==> src/rtl/pad_serial_tx.sv <==
`default_nettype none
// ============================================================================
//  Module      : pad_serial_tx
//  Description : Debounces three active-low pad buttons and sends their state
//                to the game board as an 8-bit serial frame. The frame is
//                start(0), btn0, btn1, btn2, seq0, seq1, even parity, stop(1),
//                LSB first. Every bit lasts BIT_DIV clocks. A frame is sent
//                whenever the debounced state differs from the last value
//                sent, and also after HEARTBEAT_CYCLES idle clocks.
//  Revision    : 1.0 - initial release
// ----------------------------------------------------------------------------
//  Ports
//    clk          in   1  single clock, rising edge
//    rst_n        in   1  asynchronous active-low reset
//    i_btn_n      in   3  raw active-low buttons (bit0 attack, bit1 right,
//                         bit2 left), asynchronous to clk
//    o_tx         out  1  serial line, idle high
//    o_busy       out  1  high from the first START cycle to the last STOP
//                         cycle of a frame
//    o_btn_state  out  3  debounced active-high button state
//    o_seq        out  2  sequence number of the most recently started frame
// ============================================================================
module pad_serial_tx #(
    parameter int BIT_DIV          = 434,
    parameter int DEBOUNCE_CYCLES  = 250000,
    parameter int HEARTBEAT_CYCLES = 833333
) (
    input  logic       clk,
    input  logic       rst_n,
    input  logic [2:0] i_btn_n,
    output logic       o_tx,
    output logic       o_busy,
    output logic [2:0] o_btn_state,
    output logic [1:0] o_seq
);

    // ------------------------------------------------------------------------
    // Counter widths and terminal values
    // ------------------------------------------------------------------------
    localparam int c_DIV_W = (BIT_DIV > 1)          ? $clog2(BIT_DIV)          : 1;
    localparam int c_DEB_W = (DEBOUNCE_CYCLES > 1)  ? $clog2(DEBOUNCE_CYCLES)  : 1;
    localparam int c_HB_W  = (HEARTBEAT_CYCLES > 1) ? $clog2(HEARTBEAT_CYCLES) : 1;

    localparam logic [c_DIV_W-1:0] c_DIV_LAST = c_DIV_W'(BIT_DIV - 1);
    localparam logic [c_DEB_W-1:0] c_DEB_LAST = c_DEB_W'(DEBOUNCE_CYCLES - 1);
    localparam logic [c_HB_W-1:0]  c_HB_LAST  = c_HB_W'(HEARTBEAT_CYCLES - 1);

    // Index of the last payload bit sent in DATA (btn0..btn2, seq0, seq1)
    localparam logic [2:0] c_LAST_DATA_BIT = 3'd4;

    typedef enum logic [2:0] {
        S_IDLE   = 3'd0,
        S_START  = 3'd1,
        S_DATA   = 3'd2,
        S_PARITY = 3'd3,
        S_STOP   = 3'd4
    } state_t;

    // ------------------------------------------------------------------------
    // Declarations
    // ------------------------------------------------------------------------
    logic [2:0]         r_sync1;
    logic [2:0]         r_sync2;
    logic [2:0]         w_btn_pressed;
    logic [2:0]         w_btn_state;

    state_t             r_state;
    state_t             w_state_next;
    logic               w_start_frame;
    logic               w_bit_end;

    logic [c_DIV_W-1:0] r_div_cnt;
    logic [2:0]         r_bit_idx;
    logic [6:0]         r_shift;
    logic               r_tx;
    logic               r_busy;
    logic [1:0]         r_seq;
    logic [1:0]         w_seq_next;
    logic [2:0]         r_last_sent;
    logic [c_HB_W-1:0]  r_hb_cnt;
    logic               w_hb_expired;
    logic               w_send_req;
    logic [4:0]         w_payload;
    logic               w_parity;

    // ------------------------------------------------------------------------
    // Two-flop synchronizer. Reset value 1 means "released" so no phantom
    // press is seen after reset.
    // ------------------------------------------------------------------------
    always_ff @(posedge clk or negedge rst_n) begin
        if (!rst_n) begin
            r_sync1 <= 3'b111;
            r_sync2 <= 3'b111;
        end else begin
            r_sync1 <= i_btn_n;
            r_sync2 <= r_sync1;
        end
    end

    assign w_btn_pressed = ~r_sync2;

    // ------------------------------------------------------------------------
    // Per-button debounce. The counter runs only while the synced input
    // disagrees with the accepted state; any agreement restarts it, so a
    // glitch shorter than DEBOUNCE_CYCLES never reaches the accepted state.
    // ------------------------------------------------------------------------
    for (genvar b = 0; b < 3; b++) begin : g_debounce
        logic [c_DEB_W-1:0] r_deb_cnt;
        logic               r_state_bit;

        always_ff @(posedge clk or negedge rst_n) begin
            if (!rst_n) begin
                r_deb_cnt   <= '0;
                r_state_bit <= 1'b0;
            end else if (w_btn_pressed[b] == r_state_bit) begin
                r_deb_cnt   <= '0;
            end else if (r_deb_cnt == c_DEB_LAST) begin
                r_deb_cnt   <= '0;
                r_state_bit <= w_btn_pressed[b];
            end else begin
                r_deb_cnt   <= r_deb_cnt + c_DEB_W'(1);
            end
        end

        assign w_btn_state[b] = r_state_bit;
    end

    // ------------------------------------------------------------------------
    // Send request and frame content
    // ------------------------------------------------------------------------
    assign w_hb_expired = (r_hb_cnt == c_HB_LAST);
    assign w_send_req   = (w_btn_state != r_last_sent) || w_hb_expired;
    assign w_seq_next   = r_seq + 2'd1;
    assign w_payload    = {w_seq_next, w_btn_state};
    assign w_parity     = ^w_payload;
    assign w_bit_end    = (r_div_cnt == c_DIV_LAST);

    // ------------------------------------------------------------------------
    // Frame FSM: state register
    // ------------------------------------------------------------------------
    always_ff @(posedge clk or negedge rst_n) begin
        if (!rst_n) begin
            r_state <= S_IDLE;
        end else begin
            r_state <= w_state_next;
        end
    end

    // ------------------------------------------------------------------------
    // Frame FSM: next state
    // ------------------------------------------------------------------------
    always_comb begin
        w_state_next  = r_state;
        w_start_frame = 1'b0;
        case (r_state)
            S_IDLE: begin
                if (w_send_req) begin
                    w_state_next  = S_START;
                    w_start_frame = 1'b1;
                end
            end
            S_START: begin
                if (w_bit_end) begin
                    w_state_next = S_DATA;
                end
            end
            S_DATA: begin
                if (w_bit_end && (r_bit_idx == c_LAST_DATA_BIT)) begin
                    w_state_next = S_PARITY;
                end
            end
            S_PARITY: begin
                if (w_bit_end) begin
                    w_state_next = S_STOP;
                end
            end
            S_STOP: begin
                if (w_bit_end) begin
                    w_state_next = S_IDLE;
                end
            end
            default: begin
                w_state_next = S_IDLE;
            end
        endcase
    end

    // ------------------------------------------------------------------------
    // Bit timing: r_div_cnt counts clocks inside the current bit, r_bit_idx
    // counts payload bits while in DATA.
    // ------------------------------------------------------------------------
    always_ff @(posedge clk or negedge rst_n) begin
        if (!rst_n) begin
            r_div_cnt <= '0;
            r_bit_idx <= '0;
        end else begin
            if ((r_state == S_IDLE) || w_bit_end) begin
                r_div_cnt <= '0;
            end else begin
                r_div_cnt <= r_div_cnt + c_DIV_W'(1);
            end

            if (r_state != S_DATA) begin
                r_bit_idx <= '0;
            end else if (w_bit_end) begin
                r_bit_idx <= r_bit_idx + 3'd1;
            end
        end
    end

    // ------------------------------------------------------------------------
    // Serializer. The start bit is driven directly on frame start; the
    // remaining seven bits (payload, parity, stop) sit in r_shift and are
    // shifted out at each bit boundary. Ones are shifted in, so the line
    // returns high once STOP completes.
    // ------------------------------------------------------------------------
    always_ff @(posedge clk or negedge rst_n) begin
        if (!rst_n) begin
            r_shift <= 7'h7F;
            r_tx    <= 1'b1;
            r_busy  <= 1'b0;
        end else if (w_start_frame) begin
            r_shift <= {1'b1, w_parity, w_payload};
            r_tx    <= 1'b0;
            r_busy  <= 1'b1;
        end else if ((r_state != S_IDLE) && w_bit_end) begin
            r_tx    <= r_shift[0];
            r_shift <= {1'b1, r_shift[6:1]};
            if (r_state == S_STOP) begin
                r_busy <= 1'b0;
            end
        end
    end

    // ------------------------------------------------------------------------
    // Frame bookkeeping: sequence number, last value sent and heartbeat.
    // The heartbeat counter only advances in IDLE and holds at its terminal
    // value, so an expiry raised together with a button change still
    // produces a single frame.
    // ------------------------------------------------------------------------
    always_ff @(posedge clk or negedge rst_n) begin
        if (!rst_n) begin
            r_seq       <= 2'b11;
            r_last_sent <= 3'b000;
            r_hb_cnt    <= '0;
        end else if (w_start_frame) begin
            r_seq       <= w_seq_next;
            r_last_sent <= w_btn_state;
            r_hb_cnt    <= '0;
        end else if ((r_state == S_IDLE) && !w_hb_expired) begin
            r_hb_cnt    <= r_hb_cnt + c_HB_W'(1);
        end
    end

    // ------------------------------------------------------------------------
    // Outputs
    // ------------------------------------------------------------------------
    assign o_tx        = r_tx;
    assign o_busy      = r_busy;
    assign o_btn_state = w_btn_state;
    assign o_seq       = r_seq;

endmodule
`default_nettype wire
==> config.mk <==
export PLATFORM = sky130hd
export DESIGN_NAME = pad_serial_tx
export DESIGN_NICKNAME = d
export VERILOG_FILES = /design/src/rtl/pad_serial_tx.sv
export SDC_FILE = /design/constraint.sdc
export NUM_CORES = 1
export LEC_CHECK = 0
export BUFFER_PORTS_ARGS = -buffer_cell sky130_fd_sc_hd__clkbuf_2
export CORE_MARGIN = 4
export CORE_UTILIZATION = 40
export CTS_CLUSTER_SIZE = 30
export DETAILED_ROUTE_END_ITERATION = 10
export HOLD_SLACK_MARGIN = 0.03
export PLACE_DENSITY_LB_ADDON = 0.15
export SLEW_MARGIN = 10
export SYNTH_ARGS = -nofsm -noshare
export SYNTH_HDL_FRONTEND = slang
export SYNTH_SLANG_ARGS = --single-unit
==> constraint.sdc <==
create_clock -name clk -period 5.1 [get_ports clk]
set_input_delay 0.255 -clock clk [delete_from_list [all_inputs] [get_ports clk]]
set_output_delay 0.255 -clock clk [all_outputs]
set_load 0.01 [all_outputs]
==> summary.md <==
| Metric | Value |
|---|---|
| Commonest cells post-synth | `nor2_1, dfrtp_1, xor2_1, nand2_1, xnor2_1` |
| Setup TNS | `0 ns` |
| Number of core rows | `42` |
| TritonCTS buffer count | `9` |
| Port buffer count | `11` |
| Vias | `approximately 3600` |
| Synth Instances | `between 500 and 600` |
| Diode count | `0` |
| Mux share of post-synthesis cell area | `~1.2%` |
| TritonCTS clock tree | `built` |
| I/O pin count | `12` |
| Synth Area in Adders | `2.10%` |
| Top FF cell, synth | `dfrtp_1` |
| Drt pass-1 iters | `4` |
| First-pass GRT wire length | `16700 um` |
| Total power | `1.61 mW` |
| Number of fillers in the final layout | `1269` |
| Net count after synthesis | `around 550` |
| Hold path start | `r_sync1[2]$_DFF_PN1_` |
| Area growth from synthesis to layout | `9.67%` |
| Total Routing Usage GR | `about 14%` |
| Register area share after synthesis | `52.2%` |
| Distinct cell type count of the synthesized netlist | `48` |
| Post-route cell area | `0.00588 sq mm` |
| Register area | `around 0.0028 sq mm` |
| Reg clk slew, reported paths | `0.07 ns` |
| Htree depth | `3` |
| RSZ-0062 raised after global routing | `false` |
| Final-stage net count | `551` |
| Worst IR Drop VDD | `0.000186 V` |
| DR WL/cell | `13.0 um` |
| Critical Path Start Type | `flop` |
| Critical Path Start | `r_state[2]$_DFFE_PN0P_` |
| Longest Clk Path Bufs | `2` |
| Die height | `124 um` |
| Post-CTS sizing | `0` |
| Initial antenna violation count | `0` |
| Crit share post-route | `52.9%` |
| Worst-Skew Late Latency | `around 0.35 ns` |
| Die Footprint | `0.0153 sq mm` |
| Tightest Hold Check Type | `flop to flop` |
| Global route overflow | `0` |
| Flops & latches, synth | `111` |
| Vias per inst | `4.96` |
| Worst Path Max Fanout | `24` |
| Synthesized area per cell | `10.1 sq um` |
| CTS sink cnt | `roughly 110` |
| Synth top area share | `around 45%` |
| Placed cell count | `approximately 700` |
| Mapped Area | `about 0.0054 sq mm` |
| Via count of the first global-routing pass | `3596` |
| Fin cells | `718` |
| P_leak | `about 2.5 nW` |
| Ys Warns | `0` |
| Detail Placement HPWL | `6370 um` |
| Area contributors post-synth | `dfrtp_1, dfstp_2, nor2_1` |
| Cell taking the most area after synthesis | `dfrtp_1` |
| R2R Path Start | `r_state[2]$_DFFE_PN0P_` |
| Power per Cell Area | `273 mW/mm^2` |
| Placement Cell Area | `0.00555 sq mm` |
| XOR/XNOR Fraction of Synth Area | `between 10% and 20%` |
| DRC | `0` |
| Rel. slew slack | `about 29%` |
| Setup violators final | `0` |
| Share of cells above drive strength 1 | `approximately a tenth` |
| Slew @ Worst Pin | `1.05 ns` |
| Setup CP Type | `flop to flop` |
| Placer Congestion | `0.774` |
| Count leader, synth | `nor2_1` |
| Largest family of logic cells by synthesized area | `simple AND/OR/NAND/NOR gates` |
| Multi-input gate area | `0.00241 sq mm` |
| Synth async-reset ratio | `100%` |
| Crit path time final | `2.70 ns` |
| Final hold viol count | `0` |
| DRT iter0 DRCs | `154` |
| Largest net degree at the start of global routing | `59` |
| Antenna Violating Nets Remaining | `0` |
| Simple-gate area share of the yosys netlist | `23.4%` |
| Starting Density | `40.6%` |
| Number of synthesized flops with an enable pin | `0` |
| Crit path DAT | `~2.9 ns` |
| Clk_skew | `0.0100 ns` |
| Core Area | `between 0.01 and 0.015 sq mm` |
| Max cap viols | `0` |
| Compound-Gate Fraction of Synth Area | `around 4.2%` |
| F_max | `between 300 and 400 MHz` |
| Final slew viol count | `0` |
| Post-CTS setup buffers | `0` |
| DIE WIDTH | `124 um` |
| Outcome | `finished, final reports clean` |
| Critical Path End Type | `flop` |
| CP required | `5.33 ns` |
| Final WL | `slightly above 9000 um` |
| Root buffer cell | `clkbuf_16` |
## sequential cells by signal, summed over array words and instances, names as in the netlist
| signal | cells |
|---|---|
| g_debounce.r_deb_cnt | 54 |
| r_hb_cnt | 20 |
| r_div_cnt | 9 |
| r_shift | 6 |
| g_debounce.r_state_bit | 3 |
| r_bit_idx | 3 |
| r_last_sent | 3 |
| r_state | 3 |
| r_sync1 | 3 |
| r_sync2 | 3 |
| o_seq | 2 |
| o_busy | 1 |
| o_tx | 1 |
## worst max-delay path: stages, from the launching register on
cell       delay, ns
dfrtp_1         0.44
or3_1           0.61
or4_4           0.62
o2bb2ai_4       0.51
mux2_2          0.40
## path summary, 6_finish.rpt
check	end	slack, ns	depth (start not counted)
setup / recovery	r_last_sent[1]$_DFFE_PN0N_	2.40	4
hold / removal	r_sync2[2]$_DFF_PN1_	0.36	0
setup reg to reg	r_last_sent[1]$_DFFE_PN0N_	2.40	4
hold reg to reg	r_sync2[2]$_DFF_PN1_	0.36	0
max in group asynchronous	r_hb_cnt[19]$_DFFE_PN0P_	3.42	3
min in group asynchronous	g_debounce[2].r_deb_cnt[9]$_DFF_PN0_	0.48	2
## final cells by class
cell class                 count  share of cell area (%)
sequential                   111                    47.6
inverter                      14                   0.894
multi-input combinational    384                    40.9
timing repair buffer          17                    1.92
clock buffer                  13                    4.60
clock inverter                 3                   0.298
tap                          176                    3.75
## layer usage
layer | vias to the layer above | GRT usage (%) | wire, um
met5 | - | 0 | 0
met4 | 0 | 4.15 | 123
met3 | 10 | 3.63 | 262
met2 | 33 | 22.5 | 4370
met1 | 1714 | 17.4 | 4590
li1 | 1801 | - | -
## cells by family after synthesis
kind of cell	count (synthesis)
compound gates	28
buf+inv	36
xor+xnor	84
mux	6
fa+ha+maj	9
flops	111
simple gates	257
## timing repair
item,in CTS,in global routing
hold endpoints to repair,54,0
hold buffers,4,0
setup endpoints to repair,0,0
## stage by stage
| stage | worst slack [ns] | hold WS, ns | util, % |
|---|---|---|---|
| 2_1_floorplan | 3.02 | -0.0406 | - |
| 3_3_place_gp | 2.40 | 0.338 | 42.1 |
| 3_5_place_dp | 2.38 | 0.343 | 42.1 |
| 4_1_cts | 2.37 | 0.358 | 44.5 |
| 5_1_grt | 2.27 | 0.361 | 44.5 |
| 6_report | 2.40 | 0.357 | 44.5 |
## power by group
part	switching [mW]	internal (mW)	total (mW)
sequential	0.00542	0.890	0.896
clock	0.302	0.370	0.672
combinational	0.0282	0.0103	0.0385
## placed cells by master (no fill, tap or decap), types with 3 or more instances in the layout
cell type / instances
buf_4: 3
nand4_1: 13
a22o_1: 4
or3_1: 4
inv_1: 14
or2_2: 6
nor2_1: 102
nand2_1: 42
clkbuf_2: 10
xor2_1: 43
clkbuf_8: 3
xnor2_1: 40
nor4bb_1: 4
and3_1: 9
ha_1: 9
mux2i_1: 4
dlygate4sd3_1: 4
and2_1: 4
o22ai_1: 3
nand2b_1: 5
and4_1: 11
dfrtp_1: 96
nor4_1: 9
nand3_1: 30
dfstp_2: 15
nor3_1: 9
o21ai_0: 3
clkbuf_16: 9
Power figures use the tool's default switching activity.
